$ cat config.mk
export PLATFORM = sky130hd
export DESIGN_NAME = mem_arbiter
export DESIGN_NICKNAME = d
export VERILOG_FILES = /design/src/rtl/mem_arb_pkg.sv /design/src/rtl/mem_arb_starve_cnt.sv /design/src/rtl/mem_arbiter.sv
export SDC_FILE = /design/constraint.sdc
export NUM_CORES = 1
export LEC_CHECK = 0
export ABC_AREA = 1
export CAP_MARGIN = 20
export CELL_PAD_IN_SITES_DETAIL_PLACEMENT = 1
export CELL_PAD_IN_SITES_GLOBAL_PLACEMENT = 1
export CORE_ASPECT_RATIO = 0.8
export CORE_UTILIZATION = 19
export CTS_CLUSTER_DIAMETER = 100
export DETAILED_ROUTE_END_ITERATION = 7
export GPL_TIMING_DRIVEN = 0
export PLACE_DENSITY_LB_ADDON = 0.08
export SLEW_MARGIN = 20
export SYNTH_ARGS = -nofsm -noshare
export SYNTH_HDL_FRONTEND = slang
export SYNTH_SLANG_ARGS = --single-unit
$ cat constraint.sdc
create_clock -name clk -period 1.2 [get_ports clk]
set_input_delay 0.24 -clock clk [delete_from_list [all_inputs] [get_ports clk]]
set_output_delay 0.24 -clock clk [all_outputs]
set_load 0.02 [all_outputs]
$ cat src/rtl/mem_arb_pkg.sv
// Shared types and constants for the I/D memory-port arbiter.
package mem_arb_pkg;

    typedef enum logic [1:0] {
        IDLE   = 2'd0,
        I_BUSY = 2'd1,
        D_BUSY = 2'd2
    } state_e;

    localparam logic [1:0] OWN_NONE = 2'b00;
    localparam logic [1:0] OWN_I    = 2'b01;
    localparam logic [1:0] OWN_D    = 2'b10;

    localparam int STARVE_LIMIT_DEF = 4;
    localparam int LINE_WORDS       = 4;

    // Bits needed to hold a count that saturates at limit.
    function automatic int cnt_width(input int limit);
        return (limit < 1) ? 1 : $clog2(limit + 1);
    endfunction

endpackage

$ cat src/rtl/mem_arb_starve_cnt.sv
// Saturating count of D grants issued while the I side is waiting.
module mem_arb_starve_cnt
    import mem_arb_pkg::*;
#(
    parameter int STARVE_LIMIT = STARVE_LIMIT_DEF
) (
    input  logic clk,
    input  logic reset,
    input  logic inc_i,
    input  logic clr_i,
    output logic limit_o
);

    localparam int CW = cnt_width(STARVE_LIMIT);

    logic [CW-1:0] cnt_q;
    logic [CW-1:0] cnt_d;

    assign limit_o = (cnt_q == CW'(STARVE_LIMIT));

    always_comb begin
        cnt_d = cnt_q;
        if (clr_i) begin
            cnt_d = '0;
        end else if (inc_i && !limit_o) begin
            cnt_d = cnt_q + 1'b1;
        end
    end

    // NOTE: sequential state uses non-blocking assignments only; next-state math lives in always_comb.
    always_ff @(posedge clk) begin
        if (reset) begin
            cnt_q <= '0;
        end else begin
            cnt_q <= cnt_d;
        end
    end

endmodule

$ cat src/rtl/mem_arbiter.sv
// Arbitrates I-fetch and D-cache requests onto one memory port.
// Define MEM_ARB_STARVE_GUARD_EN to let a waiting I side win after STARVE_LIMIT D grants.
module mem_arbiter
    import mem_arb_pkg::*;
#(
    parameter int WORD_SIZE    = 16,
    parameter int STARVE_LIMIT = STARVE_LIMIT_DEF
) (
    input  logic                            clk,
    input  logic                            reset,
    input  logic                            i_read,
    input  logic [WORD_SIZE-1:0]            i_addr,
    output logic [WORD_SIZE-1:0]            i_rdata,
    output logic                            i_done,
    input  logic                            d_read,
    input  logic                            d_write,
    input  logic [WORD_SIZE-1:0]            d_addr,
    input  logic [LINE_WORDS*WORD_SIZE-1:0] d_wdata,
    output logic [LINE_WORDS*WORD_SIZE-1:0] d_rdata,
    output logic                            d_done,
    output logic                            m_read,
    output logic                            m_write,
    output logic [WORD_SIZE-1:0]            m_addr,
    output logic [LINE_WORDS*WORD_SIZE-1:0] m_wdata,
    input  logic [LINE_WORDS*WORD_SIZE-1:0] m_rdata,
    input  logic                            m_done,
    output logic [1:0]                      owner
);

    state_e                            state_q;
    logic [1:0]                        owner_q;
    logic                              m_read_q;
    logic                              m_write_q;
    logic [WORD_SIZE-1:0]              m_addr_q;
    logic [LINE_WORDS*WORD_SIZE-1:0]   m_wdata_q;
    logic [1:0]                        word_sel_q;

    logic arb_idle;
    logic d_req;
    logic starve_hit;
    logic grant_i;
    logic grant_d;

    assign arb_idle = (state_q == IDLE);
    assign d_req    = d_read | d_write;
    assign grant_i  = arb_idle && i_read && (!d_req || starve_hit);
    assign grant_d  = arb_idle && d_req && !grant_i;

`ifdef MEM_ARB_STARVE_GUARD_EN
    mem_arb_starve_cnt #(
        .STARVE_LIMIT(STARVE_LIMIT)
    ) u_starve_cnt (
        .clk     (clk),
        .reset   (reset),
        .inc_i   (grant_d && i_read),
        .clr_i   (arb_idle && (grant_i || !i_read)),
        .limit_o (starve_hit)
    );
`else
    localparam int unused_starve_limit = STARVE_LIMIT;
    assign starve_hit = 1'b0;
`endif

    always_ff @(posedge clk) begin
        if (reset) begin
            // NOTE: latched address/data are small registers, so they are cleared along with the FSM.
            state_q    <= IDLE;
            owner_q    <= OWN_NONE;
            m_read_q   <= 1'b0;
            m_write_q  <= 1'b0;
            m_addr_q   <= '0;
            m_wdata_q  <= '0;
            word_sel_q <= '0;
        end else begin
            case (state_q)
                IDLE: begin
                    if (grant_d) begin
                        state_q   <= D_BUSY;
                        owner_q   <= OWN_D;
                        m_write_q <= d_write;
                        m_read_q  <= !d_write;
                        m_addr_q  <= d_addr;
                        m_wdata_q <= d_wdata;
                    end else if (grant_i) begin
                        state_q    <= I_BUSY;
                        owner_q    <= OWN_I;
                        m_read_q   <= 1'b1;
                        m_write_q  <= 1'b0;
                        m_addr_q   <= {i_addr[WORD_SIZE-1:2], 2'b00};
                        word_sel_q <= i_addr[1:0];
                    end
                end
                I_BUSY, D_BUSY: begin
                    // Completion always returns to IDLE so no grant lands on the done cycle.
                    if (m_done) begin
                        state_q   <= IDLE;
                        owner_q   <= OWN_NONE;
                        m_read_q  <= 1'b0;
                        m_write_q <= 1'b0;
                    end
                end
                default: begin
                    state_q   <= IDLE;
                    owner_q   <= OWN_NONE;
                    m_read_q  <= 1'b0;
                    m_write_q <= 1'b0;
                end
            endcase
        end
    end

    assign i_done  = (state_q == I_BUSY) && m_done;
    assign d_done  = (state_q == D_BUSY) && m_done;
    assign i_rdata = m_rdata[word_sel_q*WORD_SIZE +: WORD_SIZE];
    assign d_rdata = m_rdata;
    assign m_read  = m_read_q;
    assign m_write = m_write_q;
    assign m_addr  = m_addr_q;
    assign m_wdata = m_wdata_q;
    assign owner   = owner_q;

endmodule

==> results of run 1 <==
==> kinds of logic after synthesis <==
| family | Yosys count | synth area share |
|---|---|---|
| AO/OA/AOI/OAI | 137 | 0.168 |
| adder cells (fa/ha/maj) | 3 | 0.00894 |
| buffers and inverters | 128 | 0.177 |
| flip-flops | 86 | 0.410 |
| AND/OR/NAND/NOR | 255 | 0.236 |
==> registers in the layout, indices dropped and copies added, names as in the netlist <==
name and cells:
m_read 1, owner 2, m_wdata 64, word_sel_q 2
m_addr 16, m_write 1
==> power by group through the flow <==
| stage | clock network (mW) | logic [mW] | registers [mW] |
|---|---|---|---|
| final | 2.80 | 4.96 | 3.39 |
| after global routing | 3.02 | 5.29 | 3.44 |
| after CTS | 2.91 | 4.90 | 3.39 |
| after detailed placement | 0 | 3.88 | 3.44 |
| after global placement | 0 | 3.86 | 3.43 |
| after floorplan | 0 | 1.47 | 3.84 |
==> synth_stat cells <==
cell type,number,area (um2)
a21oi_1,22,110
buf_1,3,11.3
buf_2,15,75.1
buf_4,65,488
clkbuf_1,17,63.8
clkbuf_2,1,5.00
dfxtp_1,86,1720
ha_1,3,37.5
inv_1,25,93.8
inv_2,2,7.51
nand2_1,71,267
nand2_2,1,6.26
nand3_1,19,95.1
nor2_1,163,612
nor2_4,1,11.3
o21ai_0,97,485
o21ai_1,2,10.0
o22ai_1,16,100
==> what timing repair did <==
| action | CTS | global route |
|---|---|---|
| resized for setup | 1066 | 139 |
| buffers inserted | 27 | 4 |
| cloned | 17 | 0 |
| pin swaps | 26 | 44 |
| setup endpoints to repair | 250 | 145 |
==> area by class of cell <==
cell class | instances | area [um2] | share of cell area
clock buffers | 9 | 225 | 0.0232
well taps | 275 | 344 | 0.0355
multi-input cells | 395 | 2620 | 0.270
clock inverters | 7 | 61.3 | 0.00632
diodes | 1 | 2.50 | 0.000258
flip-flops and latches | 86 | 1740 | 0.179
plain buffers | 100 | 1020 | 0.105
repair buffers | 374 | 3570 | 0.367
inverters | 27 | 134 | 0.0138
==> worst paths after layout <==
kind / startpoint / to / depth (start not counted)
setup reg to reg: owner[1] / m_addr[9] / 11
setup / recovery: word_sel_q[0] / i_rdata[7] / 5
hold / removal: reset / m_addr[7] / 2
hold reg to reg: m_wdata[2] / m_wdata[2] / 2
==> per-stage QoR <==
step	cell area, um2	setup slack (ns)
after floorplan	4430	-0.0145
after global placement	8080	-0.811
after detailed placement	8080	-0.841
after CTS	9420	-0.447
after global routing	9700	-0.495
final	9700	-0.430
==> layer usage <==
layer	vias to the layer above	wire length (um)
met5	-	0
met4	0	112
met3	9	1650
met2	172	10600
met1	2516	9590
li1	2675	-
==> cell usage in the layout, fill, tap and decap left out, drive strengths merged, types with 22 or more instances in the layout <==
master         instances
a21oi                 22
buf                  286
clkbuf                29
clkdlybuf4s50        104
dfxtp                 86
dlygate4sd2           38
dlymetal6s2s          22
inv                   31
nand2                 72
nor2                 164
o21ai                 99
==> impl_metrics.toml, run 1 <==
[power_and_ir_drop]
irDropWorstVdd_mv = 0.733
seq_power_share = 0.304
p_switching_mw = 4.01
powerDensity_nw_per_um2 = 1150
total_power_mw = 11.1
p_clk_frac = 0.251
p_leak_nw = 4.66
swShare = 0.360
p_comb_frac = 0.445
p_int_mw = 7.14

[setup_path]
path_max_fanout = 10
critPathMaxStageDelay_ns = 0.43
worst_ep_required_time_ns = 0.96
path_cells = "inv_8 -> clkbuf_16 -> o21ai_2 -> o22ai_2 -> buf_4"
crit_buf_inv = 3
r2r_slack_ns = -0.32
cp-end-kind = "primary output"
cp-start-kind = "flip-flop"
crit_slowest_cell = "dfxtp_4"
critPathKind = "flip-flop to primary output"
cp_top_family = "flip-flops"
crit_arrival_ns = 1.39

[yosys]
syn_area_um2 = 4200
ys_ff_latch = 86
synth_cell_types = 18
synthCells = 609
syn-num-nets = 778
avgSynthCellArea_um2 = 6.90
yosys_warnings = 0
seq_area_frac_synth = 0.410

[routing]
viasPerCell = 4.22
vias = 5372
routed_wirelength_um = 22000
first_pass_iters = 4
wl_per_cell_um = 17.2
final_antenna_net_count = 0
drc = 0
drtIter0Drc = 116

[global_routing]
busiest_layer = "met2"
use_met1 = 0.240
grt_overflow_total = 0
gr-usage-met2 = 0.324
grt_max_degree = 18
grt_use_total = 0.191
grt_pass1_vias = 5392
antenna_found_initial = 1
grt_util_met3 = 0.0633
grt_pass1_wl_um = 33000

[clock_network]
htree_num_levels = 3
clk_pin_slew_ns = 0.08
clockBufferDepth = 2
cts_tree = "built"
cts_num_sinks = 86
worstSkewPairLatency_ns = 0.35
cts_buffers = 9
cts_hold_buffers = 0
root_buffer = "clkbuf_16"

[floorplanning]
start_util = 0.194
die_w_um = 168
fp.dieH_um = 135
row_count = 48
num_io_pins = 332
core_um2 = 21600
dieArea_um2 = 22700

[placed_design]
gp_congestion = 0.765
place_hpwl_um = 16000
io_buffers = 330
place_inst = 1214

[run]
cap_viol_max_count = 0

[timing]
post-route-period-util = 1.36
worst_pin_slew_ns = 0.925
relSlewSlack = 0.383
final_max_slew_viol_count = 0
skew_ns = 0.00985
hold_viol = 0
hold_slack_ns = 0.243
worst_slack_ns = -0.430
fmax_mhz = 613
post-route-min-period_ns = 1.63
tns_ns = -24.29
setup_viol_count_final = 102
rsz0062_at_grt = "true"

[status]
status = "finished, violations left"
violations = "negative setup slack"

[finish]
final_nets = 1162
layout-drive-gt1-share = 0.512
n_fill_cell = 2532
final_cells = 1274
utilization = 0.449
syn_to_final_growth_pct = 131

[worst_hold_path]
hp-class = "input port to flip-flop"
(Power assumes the default switching activity.)
==> run 2, diff against run 1 <==
CTS_CLUSTER_DIAMETER = 80   (was 100)
==> results of run 2 <==
Final layout, timing and power as in run 1 (identical DEF).
